**config.mk**
```make
export PLATFORM = sky130hd
export DESIGN_NAME = square_motion_engine
export DESIGN_NICKNAME = d
export VERILOG_FILES = /design/src/rtl/square_motion_pkg.sv /design/src/rtl/bounce_axis.sv /design/src/rtl/square_motion_engine.sv
export SDC_FILE = /design/constraint.sdc
export NUM_CORES = 1
export LEC_CHECK = 0
export ABC_AREA = 1
export ABC_CLOCK_PERIOD_IN_PS = 7200
export BUFFER_PORTS_ARGS = -buffer_cell sky130_fd_sc_hd__buf_2
export CAP_MARGIN = 40
export CORE_ASPECT_RATIO = 1.2
export CORE_UTILIZATION = 50
export DETAILED_ROUTE_END_ITERATION = 8
export PLACE_DENSITY = 0.66
export SYNTH_ARGS = -nofsm -noshare
export SYNTH_HDL_FRONTEND = slang
export SYNTH_SLANG_ARGS = --single-unit
```
**constraint.sdc**
```tcl
create_clock -name clk -period 7.2 [get_ports clk]
set_input_delay 0.36 -clock clk [delete_from_list [all_inputs] [get_ports clk]]
set_output_delay 0.36 -clock clk [all_outputs]
set_load 0.01 [all_outputs]
```
**src/rtl/square_motion_pkg.sv**
```systemverilog
// Shared constants for the bouncing-squares motion engine: init tables, base speeds,
// position widths, FSM encoding and LFSR constants (entries 4..7 cover larger NUM_SQ builds).
package square_motion_pkg;

  localparam int X_W    = 11;
  localparam int Y_W    = 10;
  localparam int SPD_W  = 5;
  localparam int MAX_SQ = 8;

  localparam logic [X_W-1:0] INIT_X [MAX_SQ] =
    '{11'd0, 11'd120, 11'd100, 11'd40, 11'd200, 11'd300, 11'd400, 11'd500};
  localparam logic [Y_W-1:0] INIT_Y [MAX_SQ] =
    '{10'd300, 10'd300, 10'd400, 10'd200, 10'd50, 10'd150, 10'd250, 10'd350};
  localparam logic INIT_DIRX [MAX_SQ] = '{1'b0, 1'b1, 1'b1, 1'b1, 1'b0, 1'b1, 1'b0, 1'b1};
  localparam logic INIT_DIRY [MAX_SQ] = '{1'b1, 1'b0, 1'b1, 1'b1, 1'b0, 1'b0, 1'b1, 1'b1};

  localparam logic [SPD_W-1:0] VX [MAX_SQ] =
    '{5'd7, 5'd8, 5'd9, 5'd10, 5'd11, 5'd12, 5'd13, 5'd14};
  localparam logic [SPD_W-1:0] VY [MAX_SQ] =
    '{5'd6, 5'd7, 5'd8, 5'd9, 5'd10, 5'd11, 5'd12, 5'd13};

  localparam logic [7:0] LFSR_TAPS = 8'hB8;
  localparam logic [7:0] LFSR_SEED = 8'h5A;

  typedef enum logic [1:0] {IDLE, UPDATE, COMMIT} state_t;

endpackage

```
**src/rtl/bounce_axis.sv**
```systemverilog
// Single-axis wall-bounce step: next position and direction for one square on one axis.
// Purely combinational; a guard bit on the adder makes the upper-wall compare overflow-free.
module bounce_axis #(
  parameter int W     = 11,
  parameter int MAX   = 560,
  parameter int SPD_W = 5
) (
  input  logic [W-1:0]     pos,
  input  logic             dir,
  input  logic [SPD_W-1:0] spd,
  output logic [W-1:0]     nxt_pos,
  output logic             nxt_dir
);

  localparam int WG = W + 1;
  localparam logic [WG-1:0] MAX_G = WG'(MAX);

  logic [WG-1:0] spd_g;
  logic [WG-1:0] sum;

  assign spd_g = WG'(spd);
  assign sum   = {1'b0, pos} + spd_g;

  always_comb begin
    nxt_pos = pos;
    nxt_dir = dir;
    if (dir) begin
      if (sum >= MAX_G) begin
        nxt_pos = W'(MAX);
        nxt_dir = 1'b0;
      end else begin
        nxt_pos = sum[W-1:0];
      end
    end else begin
      if ({1'b0, pos} <= spd_g) begin
        nxt_pos = '0;
        nxt_dir = 1'b1;
      end else begin
        nxt_pos = pos - spd_g[W-1:0];
      end
    end
  end

endmodule

```
**src/rtl/square_motion_engine.sv**
```systemverilog
// Per-frame square motion: on vsync rise, steps one square per clock into shadow regs, then commits all at once.
// Latency NUM_SQ+2 clocks from edge to frame_done; no backpressure, edges while busy are dropped and flagged in overrun.
// Define MOTION_LFSR_EN to add LFSR speed jitter on every bounce.
module square_motion_engine
  import square_motion_pkg::*;
#(
  parameter int NUM_SQ  = 4,
  parameter int H_RES   = 640,
  parameter int V_RES   = 480,
  parameter int SQ_SIZE = 80
) (
  input  logic                  clk,
  input  logic                  reset,
  input  logic                  vsync,
  input  logic                  pause,
  output logic [NUM_SQ*X_W-1:0] x_pos_flat,
  output logic [NUM_SQ*Y_W-1:0] y_pos_flat,
  output logic                  frame_done,
  output logic                  busy,
  output logic                  overrun
);

  localparam int IDX_W = (NUM_SQ > 1) ? $clog2(NUM_SQ) : 1;
  localparam logic [IDX_W-1:0] LAST_IDX = IDX_W'(NUM_SQ - 1);

  state_t state, state_nxt;
  logic [IDX_W-1:0] idx;
  logic vsync_q, vs_edge;

  logic [X_W-1:0] sx [NUM_SQ];
  logic [Y_W-1:0] sy [NUM_SQ];
  logic           sdx [NUM_SQ];
  logic           sdy [NUM_SQ];

  logic [SPD_W-1:0] cur_vx, cur_vy;
  logic [X_W-1:0]   nx_pos;
  logic [Y_W-1:0]   ny_pos;
  logic             nx_dir, ny_dir;

  assign vs_edge = vsync & ~vsync_q;
  assign busy    = (state != IDLE);

  always_comb begin
    state_nxt = state;
    case (state)
      IDLE:    if (vs_edge && !pause) state_nxt = UPDATE;
      UPDATE:  if (idx == LAST_IDX) state_nxt = COMMIT;
      COMMIT:  state_nxt = IDLE;
      default: state_nxt = IDLE;
    endcase
  end

  bounce_axis #(.W(X_W), .MAX(H_RES - SQ_SIZE), .SPD_W(SPD_W)) u_bounce_x (
    .pos(sx[idx]), .dir(sdx[idx]), .spd(cur_vx), .nxt_pos(nx_pos), .nxt_dir(nx_dir)
  );

  bounce_axis #(.W(Y_W), .MAX(V_RES - SQ_SIZE), .SPD_W(SPD_W)) u_bounce_y (
    .pos(sy[idx]), .dir(sdy[idx]), .spd(cur_vy), .nxt_pos(ny_pos), .nxt_dir(ny_dir)
  );

`ifdef MOTION_LFSR_EN
  logic [7:0]       lfsr;
  logic [SPD_W-1:0] spd_x [NUM_SQ];
  logic [SPD_W-1:0] spd_y [NUM_SQ];

  assign cur_vx = spd_x[idx];
  assign cur_vy = spd_y[idx];

  // Jitter is re-derived from the base speed on each bounce, so speeds stay bounded.
  always_ff @(posedge clk) begin
    if (reset) begin
      lfsr <= LFSR_SEED;
      for (int i = 0; i < NUM_SQ; i++) begin
        spd_x[i] <= VX[i];
        spd_y[i] <= VY[i];
      end
    end else if (state == UPDATE) begin
      lfsr <= lfsr[0] ? ((lfsr >> 1) ^ LFSR_TAPS) : (lfsr >> 1);
      if (nx_dir != sdx[idx]) spd_x[idx] <= VX[idx] + SPD_W'(lfsr[1:0]);
      if (ny_dir != sdy[idx]) spd_y[idx] <= VY[idx] + SPD_W'(lfsr[1:0]);
    end
  end
`else
  assign cur_vx = VX[idx];
  assign cur_vy = VY[idx];
`endif

  always_ff @(posedge clk) begin
    if (reset) begin
      state      <= IDLE;
      idx        <= '0;
      vsync_q    <= 1'b0;
      frame_done <= 1'b0;
      overrun    <= 1'b0;
      for (int i = 0; i < NUM_SQ; i++) begin
        sx[i]  <= INIT_X[i];
        sy[i]  <= INIT_Y[i];
        sdx[i] <= INIT_DIRX[i];
        sdy[i] <= INIT_DIRY[i];
        x_pos_flat[X_W*i +: X_W] <= INIT_X[i];
        y_pos_flat[Y_W*i +: Y_W] <= INIT_Y[i];
      end
    end else begin
      state      <= state_nxt;
      vsync_q    <= vsync;
      frame_done <= (state == COMMIT);
      if (vs_edge && busy) overrun <= 1'b1;
      case (state)
        IDLE: idx <= '0;
        UPDATE: begin
          sx[idx]  <= nx_pos;
          sy[idx]  <= ny_pos;
          sdx[idx] <= nx_dir;
          sdy[idx] <= ny_dir;
          idx      <= idx + 1'b1;
        end
        COMMIT: begin
          for (int i = 0; i < NUM_SQ; i++) begin
            x_pos_flat[X_W*i +: X_W] <= sx[i];
            y_pos_flat[Y_W*i +: Y_W] <= sy[i];
          end
        end
        default: idx <= '0;
      endcase
    end
  end

endmodule

```
==> impl_metrics.tcl, run 1 <==
set metrics [dict create \
    dp_hpwl_mm 16.2 \
    post-place-ws_ns 2.92 \
    yosysSeqAreaShare 0.520 \
    grt_pass1_vias 6766 \
    port_buffers 90 \
    outcome "completed" \
    syn_area_mm2 0.00882 \
    insertion_delay_ns 0.43 \
    avgViaCountPerCell 5.44 \
    rows 52 \
    cts.sinks 185 \
    clk_pin_slew_ns 0.07 \
    hp-class "primary input to register" \
    stdcell_count 1366 \
    fin_ws_ns 2.84 \
    drtPass1Iterations 5 \
    vias 7436 \
    tns_ns 0 \
    routabilityCongestion 0.945 \
    crit_path_end_kind "register" \
    cts_setup_buffers 0 \
    grt_use_total 0.266 \
    arrival_ns 4.53 \
    antenna_found_initial 0 \
    clock_tree.buffer_depth 2 \
    fin_crit_ns 4.36 \
    dp.cells 1334 \
    synth-warning-count 0 \
    syn_nets 1094 \
    rsz0062_at_grt "false" \
    drc 0 \
    die-area_mm2 0.0182 \
    hold_viol 0 \
    cts_inserted_buffers 17 \
    synth_cells 1067 \
    die_h_um 148 \
    grt_start_max_net_pins 91 \
    synthArstFlopShare 0 \
    crit_path_start_kind "register" \
    grt_first_pass_wirelength_mm 36.6 \
    ir_drop_mv 0.170 \
    final_util 0.587 \
    drtAntennaViolNets 0 \
    ctsResizeCount 0 \
    cap_violations 0 \
    relSlewSlack 0.427 \
    critPathKind "register to register" \
    syn2layout_area_growth_pct 13.4 \
    antenna_cells 0 \
    timing.final.crit_share 0.606 \
    coreArea_mm2 0.0170 \
    setup_viol 0 \
    powerDensity_mw_per_mm2 229 \
    maxSlewViolCount 0 \
    drt_iter0_drc 758 \
    grt-ovfl-total 0 \
    synth-main-ff-cell "dfxtp_1" \
    wl_per_cell_um 17.0 \
    placed_area_mm2 0.00944 \
    worst_pin_slew_ns 0.860 \
    power_mw 2.29 \
    hold_ws_ns 0.180 \
    routed_wl_mm 23.3 \
    ys_ff_latch 185 \
    cts_hold_buffers 0 \
    layout_commonest_cell "nand2_1" \
    fmax_ghz 0.229 \
    yosysUniqueCellTypes 41 \
    final_cell_mix "231 x nand2_1, 188 x nor2_1, 97 x dfxtp_1" \
    fin_nets 1164 \
    drive_above_1_share 0.172 \
    h-tree-depth 4 \
    final_area_mm2 0.0100 \
    start_util 0.517 \
    avgSynthCellArea_um2 8.27 \
    required_ns 7.37 \
    skew_ns 0.0103 \
    cts_tree "yes" \
    io_pins 91 \
    power_leakage_nw 4.56 \
    root_buffer "clkbuf_16" \
    die_x_um 123 \
    synth_edf_count 88 \
    cp_max_fo 51 \
]
Yosys cell counts, types with 3 or more instances:
cell,count,area [um2]
a32oi_1,4,35.0
buf_4,6,45.0
nand3_1,69,345
fa_1,4,80.1
clkbuf_1,33,124
or2_1,3,18.8
or2_2,6,37.5
nand2_1,231,867
edfxtp_1,88,2640
nor2_4,3,33.8
xnor2_1,4,35.0
dfxtp_1,97,1940
nor2_2,5,31.3
nand2_4,3,33.8
nand4_1,13,81.3
nand3_2,10,100
a21oi_1,46,230
nand3b_1,3,22.5
o211ai_1,4,30.0
xor2_1,12,105
nor2_1,189,709
nand2_2,7,43.8
o21ai_1,4,20.0
o22ai_1,5,31.3
inv_2,26,97.6
ha_1,19,238
o21ai_0,88,440
clkinv_1,4,15.0
inv_1,64,240
buf_2,6,30.0
report_power, final:
group | internal (mW) | switching, mW
Clock | 0.498 | 0.407
Combinational | 0.0709 | 0.181
Sequential | 1.12 | 0.0150
path summary, 6_finish.rpt:
check	from	endpoint	slack, ns	cells past startpoint
worst max-delay path	register	sx[2][5]	2.84	18
worst min-delay path	vsync	vsync_q	0.18	3
worst max register to register	register	sx[2][5]	2.84	18
worst min register to register	y_pos_flat[37]	y_pos_flat[37]	0.45	2
final cells by class:
| class | count | area (um2) |
|---|---|---|
| clock inverter | 13 | 116 |
| timing repair buffer | 98 | 538 |
| multi-input combinational | 741 | 3690 |
| fill | 1580 | 7040 |
| tap | 216 | 270 |
| inverter | 94 | 353 |
| sequential | 185 | 4580 |
| clock buffer | 19 | 453 |
worst max-delay path: stages, from the launching register on:
cell and delay [ns]:
dfxtp_1 0.30, buf_4 0.26, inv_2 0.67, nand2_1 0.12
a32oi_1 0.53, inv_1 0.21, fa_1 0.51, o21ai_0 0.19
nand2_1 0.07, nand2_1 0.14, nand2_1 0.11, nor2_2 0.14
nand2_1 0.06, nand2_1 0.09, nand4_1 0.11, nand2_2 0.19
nand3_1 0.10, nand2_1 0.19, nand2_1 0.08
metal layers:
metal	share of wire	up-vias	track usage
li1	-	3642	-
met1	0.46	3458	0.403
met2	0.44	307	0.387
met3	0.081	29	0.0421
met4	0.018	0	0.0813
met5	0	-	0
kinds of logic after synthesis:
logic type      Yosys count  synth area share
simple gates            545             0.267
flops                   185             0.520
fa+ha+maj                23            0.0360
buf+inv                 141            0.0643
compound gates          157            0.0974
xor+xnor                 16            0.0159
sequential cells by signal, summed over array words and instances, names as in the netlist, 2 cells and up, named ones only:
name	cells
sdx	4
sdy	4
y_pos_flat	40
state	2
sx	44
sy	40
x_pos_flat	44
idx	2
No activity file was read; power rests on OpenSTA's default activity.
==> inputs of run 2 (changes only) <==
--- a/config.mk
+++ b/config.mk
@@ -6,7 +6,7 @@
 export NUM_CORES = 1
 export LEC_CHECK = 0
 export ABC_AREA = 1
-export ABC_CLOCK_PERIOD_IN_PS = 7200
+export ABC_CLOCK_PERIOD_IN_PS = 4200
 export BUFFER_PORTS_ARGS = -buffer_cell sky130_fd_sc_hd__buf_2
 export CAP_MARGIN = 40
 export CORE_ASPECT_RATIO = 1.2
==> constraint.sdc (replaced) <==
create_clock -name clk -period 4.2 [get_ports clk]
set_input_delay 0.21 -clock clk [delete_from_list [all_inputs] [get_ports clk]]
set_output_delay 0.21 -clock clk [all_outputs]
set_load 0.01 [all_outputs]
==> run 2 against run 1 <==
Compared with the run above:
- non-clock buffer count increased by 10
- register-to-register slack got worse by 2.3 ns
- combinational power rose by 69%
- sequential share of layout area down 0.61 points
- fmax grew 20%
- clock-buffer cell count is 2 lower
- critical endpoint is now sy[0][5]
- setup slack worse by 2.3 ns
- final area up 1.3%
- first-iteration DRC count is 12% lower
- cell count increased by 0.73%
- flip-flop and latch count is the same
- critical path type unchanged
- die area did not move
==> impl_metrics.tcl, run 2 (synthesis gave the netlist of run 1 again) <==
set metrics [dict create \
    wl_per_cell_um 17.4 \
    layout_commonest_cell "nand2_1" \
    timing.final.crit_share 0.868 \
    powerDensity_mw_per_mm2 396 \
    slowest_stage "ha_1" \
    clock_tree.buffer_depth 2 \
    required_ns 4.37 \
    cts_setup_buffers 0 \
    cp_common_cell "nand2_1" \
    insertion_delay_ns 0.43 \
    critPathTopFamily "simple AND/OR/NAND/NOR gates" \
    io_pins 91 \
    coreArea_mm2 0.0170 \
    syn2layout_area_growth_pct 15.0 \
    critPathKind "register to register" \
    cp_max_fo 31 \
    arrival_ns 3.82 \
    routed_wl_mm 23.9 \
    ctsResizeCount 0 \
    ir_drop_mv 0.283 \
    rows 52 \
    avgViaCountPerCell 5.40 \
    start_util 0.517 \
    drt_iter0_drc 668 \
    antenna_cells 0 \
    critPathMaxStageDelay_ns 0.36 \
    worst_pin_slew_ns 0.836 \
    placed_area_mm2 0.00953 \
    grt-ovfl-total 0 \
    grt_pass1_vias 6907 \
    die-area_mm2 0.0182 \
    relSlewSlack 0.442 \
    tns_ns 0 \
    path_buf_inv 4 \
    cts_tree "yes" \
    drc 0 \
    fillers 1567 \
    fin_nets 1174 \
    final_cell_mix "231 x nand2_1, 188 x nor2_1, 97 x dfxtp_1" \
    drtPass1Iterations 6 \
    power_mw 4.02 \
    rsz0062_at_grt "false" \
    dp_hpwl_mm 16.4 \
    antenna_found_initial 0 \
    final_util 0.595 \
    power_leakage_nw 4.63 \
    routabilityCongestion 0.985 \
    drive_above_1_share 0.179 \
    setup_viol 0 \
    fmax_ghz 0.274 \
    root_buffer "clkbuf_16" \
    crit_path_end_kind "register" \
    grt_start_max_net_pins 90 \
    die_x_um 123 \
    hp-class "primary input to register" \
    final_area_mm2 0.0101 \
    cap_violations 0 \
    fin_crit_ns 3.64 \
    cts_hold_buffers 0 \
    cts.sinks 185 \
    h-tree-depth 4 \
    crit_path_start_kind "register" \
    maxSlewViolCount 0 \
    grt_first_pass_wirelength_mm 37.0 \
    die_h_um 148 \
    reg.largest.list "sx x44, x_pos_flat x44" \
    port_buffers 90 \
    clk_pin_slew_ns 0.07 \
    drtAntennaViolNets 0 \
    outcome "completed" \
    hold_ws_ns 0.0166 \
    path_cells "inv_2 > buf_12 > o21ai_0 > o22ai_1 > ha_1 > inv_1 > nand2_1 > nor2_1 > nor2_1 > nor2_2 > nand4_1 > inv_1 > nand2_1 > nand2_1 > nand3_2 > nand3_1 > nand2_1 > nand2_1 > nand2_1" \
    hold_viol 0 \
    vias 7431 \
    cts_inserted_buffers 17 \
    grt_use_total 0.271 \
    skew_ns 0.00955 \
]
[run 2: cell count changes in the layout (fill, tap and decap cells not counted)]
cell and delta:
clkinv_4 +2, clkinv_2 -5, inv_6 -2, clkbuf_8 -2, buf_16 -1, buf_4 +8
clkinv_8 +3, buf_12 +3, inv_8 +4
[run 2: layout make-up]
| class | instances | area (um2) | share of cell area |
|---|---|---|---|
| clock buffers | 17 | 425 | 0.0420 |
| clock inverters | 15 | 185 | 0.0183 |
| inverters | 94 | 353 | 0.0348 |
| multi-input cells | 741 | 3690 | 0.364 |
| flip-flops and latches | 185 | 4580 | 0.452 |
| well taps | 216 | 270 | 0.0267 |
| repair buffers | 108 | 631 | 0.0622 |
[run 2: where the power goes]
| part | internal (mW) | total (mW) | switching [mW] |
|---|---|---|---|
| Sequential | 1.92 | 1.95 | 0.0240 |
| Combinational | 0.124 | 0.426 | 0.303 |
| Clock | 0.857 | 1.64 | 0.787 |
| Total | 2.90 | 4.02 | 1.11 |
[run 2: path summary, 6_finish.rpt]
kind / endpoint / slack [ns] / cells past startpoint / start
min reg2reg: y_pos_flat[37] / 0.45 / 2 / y_pos_flat[37]
max: sy[0][5] / 0.56 / 19 / register
min: vsync_q / 0.02 / 3 / vsync
max reg2reg: sy[0][5] / 0.56 / 19 / register
[run 2: stage by stage]
| stage | setup WS [ns] | instances |
|---|---|---|
| 6_report | 0.555 | 1376 |
| 5_1_grt | 0.162 | 1376 |
| 4_1_cts | 0.591 | 1376 |
| 3_5_place_dp | 0.608 | 1344 |
| 3_3_place_gp | 0.687 | 1342 |
| 2_1_floorplan | 0.894 | 1067 |
[run 2: per-layer routing]
layer,vias up,GRT usage,part of all wire,wire length (um)
li1,3656,-,-,-
met1,3499,0.387,0.47,11200
met2,240,0.418,0.46,10900
met3,36,0.0482,0.058,1370
met4,0,0.0807,0.018,420
met5,-,0,0,0
[run 2: worst reg2reg max path: stages, from the launching register on]
cell     delay (ns)
dfxtp_1        0.32
inv_2          0.33
buf_12         0.25
o21ai_0        0.11
o22ai_1        0.33
ha_1           0.36
inv_1          0.18
nand2_1        0.07
nor2_1         0.08
nor2_1         0.08
nor2_2         0.15
nand4_1        0.18
inv_1          0.09
nand2_1        0.05
nand2_1        0.09
nand3_2        0.23
nand3_1        0.17
nand2_1        0.07
nand2_1        0.17
nand2_1        0.08
==> inputs of run 3 (changes only) <==
--- a/config.mk
+++ b/config.mk
@@ -5,8 +5,7 @@
 export SDC_FILE = /design/constraint.sdc
 export NUM_CORES = 1
 export LEC_CHECK = 0
-export ABC_AREA = 1
-export ABC_CLOCK_PERIOD_IN_PS = 4200
+export ABC_CLOCK_PERIOD_IN_PS = 3930
 export BUFFER_PORTS_ARGS = -buffer_cell sky130_fd_sc_hd__buf_2
 export CAP_MARGIN = 40
 export CORE_ASPECT_RATIO = 1.2
==> constraint.sdc (replaced) <==
create_clock -name clk -period 3.93 [get_ports clk]
set_input_delay 0.1965 -clock clk [delete_from_list [all_inputs] [get_ports clk]]
set_output_delay 0.1965 -clock clk [all_outputs]
set_load 0.01 [all_outputs]
==> run 3 against run 2 <==
Compared with the run above:
- total power grew 7.2%
- first-iteration DRC count decreased by 8.1%
- clock-buffer cell count stayed put
- flip-flop and latch count is the same
- register-to-register slack worse by 0.29 ns
- cell count down 13%
- combinational power up 2%
- synthesized cell count fell by 17%
- clock skew grew 0.0045 ns
- critical endpoint is now sy[2][2]
- largest cell class unchanged
- largest power group unchanged
==> impl_metrics.tcl, run 3 <==
set metrics [dict create \
    outcome "completed" \
    fillers 1473 \
    die_h_um 147 \
    final_cell_mix "209 x nand2_1, 96 x dfxtp_1, 90 x buf_2" \
    grt_use_total 0.279 \
    die_x_um 123 \
    synth_edf_count 88 \
    cts_inserted_buffers 17 \
    grt-ovfl-total 0 \
    grt_pass1_vias 6886 \
    clock_tree.buffer_depth 2 \
    critPathKind "register to register" \
    final_util 0.598 \
    synthArstFlopShare 0 \
    fmax_ghz 0.273 \
    wl_met1_mm 9.45 \
    placed_area_mm2 0.00956 \
    drc 0 \
    ys_ff_latch 185 \
    r2r_end "sy[2][2]" \
    hp-class "primary input to register" \
    ys_top_cells_by_area "edfxtp_1 30%, dfxtp_1 22%, nand2_1 8.9%, a21oi_1 4.7%, mux4_2 4.1%" \
    critPathTopFamily "compound AO/OA/AOI/OAI gates" \
    setup_viol 0 \
    drive_above_1_share 0.198 \
    path_cells "buf_4 > mux4_2 > ha_1 > a21o_1 > a21o_1 > a21o_1 > mux2_2 > o21ai_1 > o2111ai_1 > a21oi_1" \
    hold_depth 2 \
    dp.cells 1171 \
    required_ns 4.19 \
    cts_tree "yes" \
    worstHoldStart "vsync" \
    antenna_found_initial 0 \
    synth_cells 883 \
    start_util 0.515 \
    h-tree-depth 4 \
    cp_max_fo 7 \
    tns_ns 0 \
    path_buf_inv 1 \
    grt_first_pass_wirelength_mm 37.5 \
    maxSlewViolCount 0 \
    skew_ns 0.0141 \
    rsz0062_at_grt "false" \
    arrival_ns 3.93 \
    cts_hold_buffers 0 \
    syn_area_mm2 0.00878 \
    power_leakage_nw 3.86 \
    die-area_mm2 0.0181 \
    fin_nets 1002 \
    synth.top_cells.by_count "209 x nand2_1, 97 x dfxtp_1, 88 x edfxtp_1, 82 x a21oi_1, 74 x nor2_1" \
    post-place-ws_ns 0.00766 \
    hold_path_end "vsync_q" \
    cap_violations 0 \
    drtAntennaViolNets 0 \
    root_buffer "clkbuf_16" \
    crit_path_end_kind "register" \
    cts.sinks 185 \
    drtPass1Iterations 6 \
    powerDensity_mw_per_mm2 422 \
    vias 7003 \
    crit_path_start_kind "register" \
    rr_worst_depth 10 \
    yosysSeqAreaShare 0.522 \
    routabilityCongestion 0.940 \
    grt_start_max_net_pins 56 \
    synth-warning-count 0 \
    syn_nets 910 \
    clk_pin_slew_ns 0.08 \
    slowest_stage "mux4_2" \
    dp_hpwl_mm 17.5 \
    fin_crit_ns 3.67 \
    antenna_cells 0 \
    final_area_mm2 0.0102 \
    insertion_delay_ns 0.44 \
    reg.largest.list "sx x44, x_pos_flat x44" \
    wl_per_cell_um 20.0 \
    avgSynthCellArea_um2 9.95 \
    synth_top_area_share 0.301 \
    ir_drop_mv 0.283 \
    critPathMaxStageDelay_ns 0.55 \
    syn2layout_area_growth_pct 16.1 \
    hold_viol 0 \
    synth-main-ff-cell "dfxtp_1" \
    yosysUniqueCellTypes 71 \
    wl_met2_mm 12.6 \
    port_buffers 90 \
    timing.final.crit_share 0.933 \
    worst_pin_slew_ns 0.847 \
    fin_ws_ns 0.263 \
    stdcell_count 1204 \
    io_pins 91 \
    synth_top_area_cell "edfxtp_1" \
    coreArea_mm2 0.0170 \
    top_layer "met4" \
    reg2reg_slack_ns 0.26 \
    synth_most_common_cell "nand2_1" \
    wl_met3_mm 1.39 \
    rows 52 \
    routed_wl_mm 24.1 \
    relSlewSlack 0.431 \
    drt_iter0_drc 614 \
    avgViaCountPerCell 5.82 \
    cp_common_cell "a21o_1" \
    layout_commonest_cell "nand2_1" \
]
-- run 3: cell types whose count changed after synthesis, sizes merged, moves of 24 or more --
cell    change
inv        -64
nor2      -123
a21oi      +38
nand2      -31
o21ai      -78
nand3      -65
nand3b     +24
-- run 3: how the worst max path moves through the flow --
stage                   from       end  slack (ns)  depth (start not counted)
floorplan           register  sx[2][5]        0.05                         12
global route        register  sy[2][3]        0.04                         11
finish              register  sy[2][2]        0.26                         10
global placement    register  sy[2][2]        0.14                         12
CTS                 register  sy[2][2]        0.10                         10
detailed placement  register  sy[2][2]       0.008                         12
-- run 3: cells by family (layout without fill, tap and decap cells) --
| logic type | count (synthesis) | after routing | share of synthesized area |
|---|---|---|---|
| AO/OA/AOI/OAI | 165 | 165 | 0.119 |
| flip-flops | 185 | 185 | 0.522 |
| XOR/XNOR | 21 | 21 | 0.0209 |
| buffers and inverters | 76 | 181 | 0.0370 |
| multiplexers | 27 | 27 | 0.0672 |
| adder cells (fa/ha/maj) | 23 | 23 | 0.0362 |
| AND/OR/NAND/NOR | 386 | 386 | 0.198 |
-- run 3: final cells by class --
class,instances,area (um2),area share
Tap cell,216,270,0.0265
Clock buffer,17,425,0.0417
Sequential cell,185,4590,0.450
Multi-Input combinational cell,622,3890,0.381
Inverter,26,97.6,0.00957
Clock inverter,15,198,0.0194
Timing Repair Buffer,123,731,0.0717
-- run 3: what timing repair did --
item / CTS / global route
endpoints found under the setup margin: 7 / 33
setup buffers: 0 / 1
pin swaps: 0 / 1
resized for setup: 1 / 1
-- run 3: where the power goes --
group	switching, mW	internal, mW
combinational	0.272	0.162
clock	0.865	0.928
sequential	0.0264	2.05
-- run 3: per-stage QoR --
stage / power (mW) / hold WS (ns)
floorplan: 2.40 / 0.325
finish: 4.30 / 0.0158
global placement: 2.54 / 0.439
CTS: 4.31 / 0.00459
global route: 4.43 / 0.0247
detailed placement: 2.55 / 0.445
-- run 3: per-layer routing --
| layer | GRT usage | up-vias |
|---|---|---|
| met4 | 0.117 | 0 |
| met2 | 0.486 | 254 |
| li1 | - | 3287 |
| met5 | 0 | - |
| met1 | 0.332 | 3416 |
| met3 | 0.0536 | 46 |
-- run 3: worst reg2reg max path: stages, from the launching register on --
cell and delay, ns:
dfxtp_2 0.46, buf_4 0.24, mux4_2 0.56, ha_1 0.33
a21o_1 0.17, a21o_1 0.23, a21o_1 0.24, mux2_2 0.29
o21ai_1 0.49, o2111ai_1 0.27, a21oi_1 0.22
